<file path="src/rtl/reg_write_arbiter.sv">
// Round-robin write arbiter for a shared WIDTH-bit register with one-cycle write acks.
// Optional REG_WRITE_ARBITER_LOCK_EN adds a per-requester lock that holds the grant for burst writes.
module reg_write_arbiter #(
    parameter int unsigned        N         = 4,
    parameter int unsigned        WIDTH     = 8,
    parameter logic [WIDTH-1:0]   RESET_VAL = '0
) (
    input  logic                   clk,
    input  logic                   reset,
    input  logic [N-1:0]           req,
`ifdef REG_WRITE_ARBITER_LOCK_EN
    input  logic [N-1:0]           lock,
`endif
    input  logic [N*WIDTH-1:0]     wdata,
    output logic [WIDTH-1:0]       q,
    output logic [N-1:0]           ack,
    output logic [$clog2(N)-1:0]   grant_id,
    output logic                   busy
);

    localparam int unsigned IDW = $clog2(N);

`ifdef REG_WRITE_ARBITER_LOCK_EN
    typedef enum logic [1:0] {StIdle, StWrite, StHold} state_e;
`else
    typedef enum logic [1:0] {StIdle, StWrite} state_e;
`endif

    state_e           state;
    logic [IDW-1:0]   ptr;
    logic [N-1:0]     eligible;
    logic [IDW-1:0]   pick;
    logic             found;
    logic [WIDTH-1:0] gdata;

    // A requester whose ack is high this cycle is still holding req; skip it.
    assign eligible = req & ~ack;
    assign gdata    = wdata[grant_id*WIDTH +: WIDTH];

    // First eligible requester after ptr, circularly.
    always_comb begin
        pick  = '0;
        found = 1'b0;
        for (int unsigned k = 1; k <= N; k++) begin
            int unsigned idx;
            idx = (int'(ptr) + k) % N;
            if (!found && eligible[idx]) begin
                found = 1'b1;
                pick  = IDW'(idx);
            end
        end
    end

    always_ff @(posedge clk) begin
        if (reset) begin
            state    <= StIdle;
            q        <= RESET_VAL;
            ack      <= '0;
            busy     <= 1'b0;
            grant_id <= '0;
            ptr      <= IDW'(N - 1);
        end else begin
            ack <= '0;
            unique case (state)
                StIdle: begin
                    if (found) begin
                        grant_id <= pick;
                        busy     <= 1'b1;
                        state    <= StWrite;
                    end
                end
                StWrite: begin
                    q             <= gdata;
                    ack[grant_id] <= 1'b1;
                    ptr           <= grant_id;
`ifdef REG_WRITE_ARBITER_LOCK_EN
                    if (lock[grant_id]) begin
                        state <= StHold;
                    end else begin
                        busy  <= 1'b0;
                        state <= StIdle;
                    end
`else
                    busy  <= 1'b0;
                    state <= StIdle;
`endif
                end
`ifdef REG_WRITE_ARBITER_LOCK_EN
                StHold: begin
                    if (!lock[grant_id]) begin
                        ptr   <= grant_id;
                        busy  <= 1'b0;
                        state <= StIdle;
                    end else if (req[grant_id]) begin
                        q             <= gdata;
                        ack[grant_id] <= 1'b1;
                    end
                end
`endif
                default: state <= StIdle;
            endcase
        end
    end

endmodule
</file>
<file path="config.mk">
export PLATFORM = sky130hd
export DESIGN_NAME = reg_write_arbiter
export DESIGN_NICKNAME = d
export VERILOG_FILES = /design/src/rtl/reg_write_arbiter.sv
export SDC_FILE = /design/constraint.sdc
export NUM_CORES = 1
export LEC_CHECK = 0
export ABC_CLOCK_PERIOD_IN_PS = 3930
export BUFFER_PORTS_ARGS = -buffer_cell sky130_fd_sc_hd__buf_2
export CAP_MARGIN = 10
export CELL_PAD_IN_SITES_DETAIL_PLACEMENT = 1
export CELL_PAD_IN_SITES_GLOBAL_PLACEMENT = 1
export CORE_UTILIZATION = 33
export DETAILED_ROUTE_END_ITERATION = 8
export GPL_ROUTABILITY_DRIVEN = 0
export GPL_TIMING_DRIVEN = 0
export MAX_ROUTING_LAYER = met4
export PLACE_DENSITY = 0.93
export SYNTH_ARGS = -nofsm -noshare
export SYNTH_HDL_FRONTEND = slang
export SYNTH_SLANG_ARGS = --single-unit
</file>
<file path="constraint.sdc">
create_clock -name clk -period 3.93 [get_ports clk]
set_input_delay 0.1965 -clock clk [delete_from_list [all_inputs] [get_ports clk]]
set_output_delay 0.1965 -clock clk [all_outputs]
set_load 0.05 [all_outputs]
</file>
==> summary.txt <==
Status
  – Status: completed

Clock tree
  – Reg clk slew, reported paths: 90 ps
  – TritonCTS Buffers: 3
  – Cell at the root of the clock tree: sky130_fd_sc_hd__clkbuf_4
  – Quantity of hold-fixing buffers added after cts: 0
  – Clock Sink Count: 18
  – TritonCTS clock tree: done
  – Max H-tree Level: 1
  – Number of buffers inserted to repair setup after CTS: 0
  – CTS-repair resized insts: 0
  – Skew-Pair Late Insertion Delay: 280 ps
  – Clock Path Buffers: 2

Timing
  – Slew HR: 0.721
  – Final-report setup violation count: 0
  – Transition time at the pin with the least slew margin: 418 ps
  – Unrepaired setup endpoints after global routing: false
  – Sum of negative setup slack: 0 ps
  – Maximum clock rate: 0.671 GHz
  – Fin crit period: 1490 ps
  – Number of endpoints with negative hold slack in the final report: 0
  – Final critical-path setup slack: 2440 ps
  – Final worst path period share: 0.379
  – Largest clock skew in the final design: 1.78 ps
  – Count of pins over their slew limit: 0

GRT
  – Via count of the first global-routing pass: 861
  – Number of antenna violations at the first check in global routing: 0
  – Pin count of the biggest net entering global routing: 11
  – Remaining global-route overflow: 0
  – GRT Resource Usage Total: 0.179
  – First-pass GRT wire length: 3630 um

Power and ir drop
  – Leakage power of the design: 0.000598 uW
  – Clock share of power: 0.198
  – Net switching share of the total power: 0.336
  – Relative contribution of sequential cells to total power: 0.467
  – Power density normalized to cell area: 357 nW/um^2
  – Design internal power: 294 uW
  – Proportion of power drawn by combinational gates: 0.335
  – Net switching power of the design: 148 uW
  – Worst vdd rail ir drop: 162 uV

Critical path
  – Kind of end point of the critical path: flip-flop
  – Crit path arrival time: 1660 ps
  – Start-to-end type of the worst setup path: reg -> reg
  – Startpoint type of the worst setup path: flip-flop
  – Biggest fanout along the worst timing path: 10
  – Required time reported for the critical path endpoint: 4100 ps

Yosys
  – Unique masters post-synth: 24
  – Average instance area after synthesis: 11.1 sq um
  – Post-Synthesis Cell Area: 918 sq um
  – Synth Net Count: 121
  – Synth Register Bits: 18
  – Instance count of the mapped netlist: 83
  – Synth Flop Type: sky130_fd_sc_hd__dfxtp_1
  – Number of enable-type register cells in the synthesized netlist: 0
  – Sequential share of the synthesized area: 0.392
  – Share of synthesized flip-flops with an asynchronous set or reset: 0
  – Yosys warnings: 0

Die
  – DIE WIDTH: 54.8 um
  – Number of placement rows: 18
  – Y dimension of the die: 54.8 um
  – Area of the core region: 2540 sq um
  – Initial core utilization: 0.361
  – Total die area: 3000 sq um
  – I/O pin total: 53

Final layout
  – Leading cell type in the layout, fill and taps excluded: sky130_fd_sc_hd__buf_2
  – Post-route standard cell area excluding fillers: 1240 sq um
  – Commonest non-fill, non-tap cells in the layout: sky130_fd_sc_hd__buf_2 (53), sky130_fd_sc_hd__dfxtp_1 (18), sky130_fd_sc_hd__nor2_1 (13), sky130_fd_sc_hd__mux2i_1 (8), sky130_fd_sc_hd__mux4_2 (5)
  – Post-layout nets: 178
  – Non-filler instance count after layout: 168
  – Number of diodes: 0
  – Layout Area Growth over Synthesis: 34.9%
  – Fraction of final layout cells with drive strength greater than 1: 0.478

Placement
  – Total placed cells including tap cells: 165
  – Placed cell areas: 1220 sq um
  – Hpwl dp: 1900 um
  – Buffers added on ports: 52
  – Setup slack after placement: 2410 ps

Detailed routing
  – Number of violations reported at the end of detailed-routing iteration 0: 3
  – Number of search-and-repair iterations in the first detailed-routing pass: 4
  – Average vias per placed instance: 5.15
  – Post-DRT Antenna Nets: 0
  – Wirelength per Cell: 13.5 um
  – Total detailed-routing wirelength: 2270 um
  – Residual DRC count: 0
  – Total vias in the final route: 866

Job
  – Max cap viols: 0

Hold path
  – Tightest Hold Check Type: in -> reg
[cell families after synthesis]
family / after synthesis / share of synthesized area
buffers and inverters: 9 / 0.0504
AOI/OAI and AO/OA: 11 / 0.102
adders and majority gates: 2 / 0.0245
DFF: 18 / 0.392
and+or+nand+nor: 27 / 0.135
muxes: 16 / 0.296
[per-stage QoR]
| step | util | hold slack, ps | power [uW] |
|---|---|---|---|
| 6_report | 0.487 | 134 | 442 |
| 3_3_place_gp | 0.478 | 430 | 354 |
| 2_1_floorplan | - | 273 | 317 |
| 4_1_cts | 0.487 | 126 | 446 |
| 5_1_grt | 0.487 | 116 | 466 |
| 3_5_place_dp | 0.478 | 435 | 361 |
[metal layers]
layer	routed length [um]	part of all wire	GRT usage	vias to the layer above
met5	0	0	-	-
met4	19	0.0084	0.0641	0
met3	133	0.059	0.0250	2
met2	1190	0.52	0.331	39
met1	924	0.41	0.189	413
li1	-	-	-	412
[power groups by stage]
stage / clock, uW / sequential (uW) / combinational [uW]
finish: 87.4 / 207 / 148
floorplan: 0 / 249 / 67.2
global route: 98.7 / 209 / 159
global placement: 0 / 210 / 144
detailed placement: 0 / 211 / 150
CTS: 88.9 / 207 / 150
[cell type report]
cell class	count	area, sq um
buffer	5	31.3
clock buffer	3	22.5
fill	304	1310
inverter	4	15.0
multi-input combinational	56	512
sequential	18	360
tap	30	37.5
timing repair buffer	52	260
[critical path, cell delays in order, from the launching register on]
cell	delay, ps
sky130_fd_sc_hd__dfxtp_1	470
sky130_fd_sc_hd__buf_6	200
sky130_fd_sc_hd__mux4_2	500
sky130_fd_sc_hd__mux2i_1	150
sky130_fd_sc_hd__nor2_1	50
[final timing paths]
path                            slack [ps]   startpoint  endpoint  depth (start not counted)
worst max-delay path                  2440  grant_id[0]      q[6]                          4
worst min-delay path                   130        reset    ack[2]                          2
worst max register to register        2440  grant_id[0]      q[6]                          4
worst min register to register         480         busy      busy                          2
[flip-flops by register name, summed over array words and instances (netlist names)]
signal and flops:
grant_id 2, q 8, state 1, ptr 2
busy 1, ack 4
[cells in the mapped netlist, types with 2 or more instances]
| cell type | instances | area (sq um) |
|---|---|---|
| sky130_fd_sc_hd__nor2b_1 | 3 | 18.8 |
| sky130_fd_sc_hd__clkbuf_1 | 2 | 7.51 |
| sky130_fd_sc_hd__a21oi_1 | 2 | 10.0 |
| sky130_fd_sc_hd__nor3_1 | 2 | 10.0 |
| sky130_fd_sc_hd__dfxtp_1 | 18 | 360 |
| sky130_fd_sc_hd__o211ai_1 | 2 | 15.0 |
| sky130_fd_sc_hd__nor2_1 | 13 | 48.8 |
| sky130_fd_sc_hd__nand2b_1 | 3 | 18.8 |
| sky130_fd_sc_hd__inv_1 | 4 | 15.0 |
| sky130_fd_sc_hd__nand2_1 | 4 | 15.0 |
| sky130_fd_sc_hd__o21ai_0 | 3 | 15.0 |
| sky130_fd_sc_hd__mux4_2 | 5 | 113 |
| sky130_fd_sc_hd__mux4_1 | 3 | 78.8 |
| sky130_fd_sc_hd__maj3_2 | 2 | 22.5 |
| sky130_fd_sc_hd__mux2i_1 | 8 | 80.1 |
No activity file was read; power rests on OpenSTA's default activity.
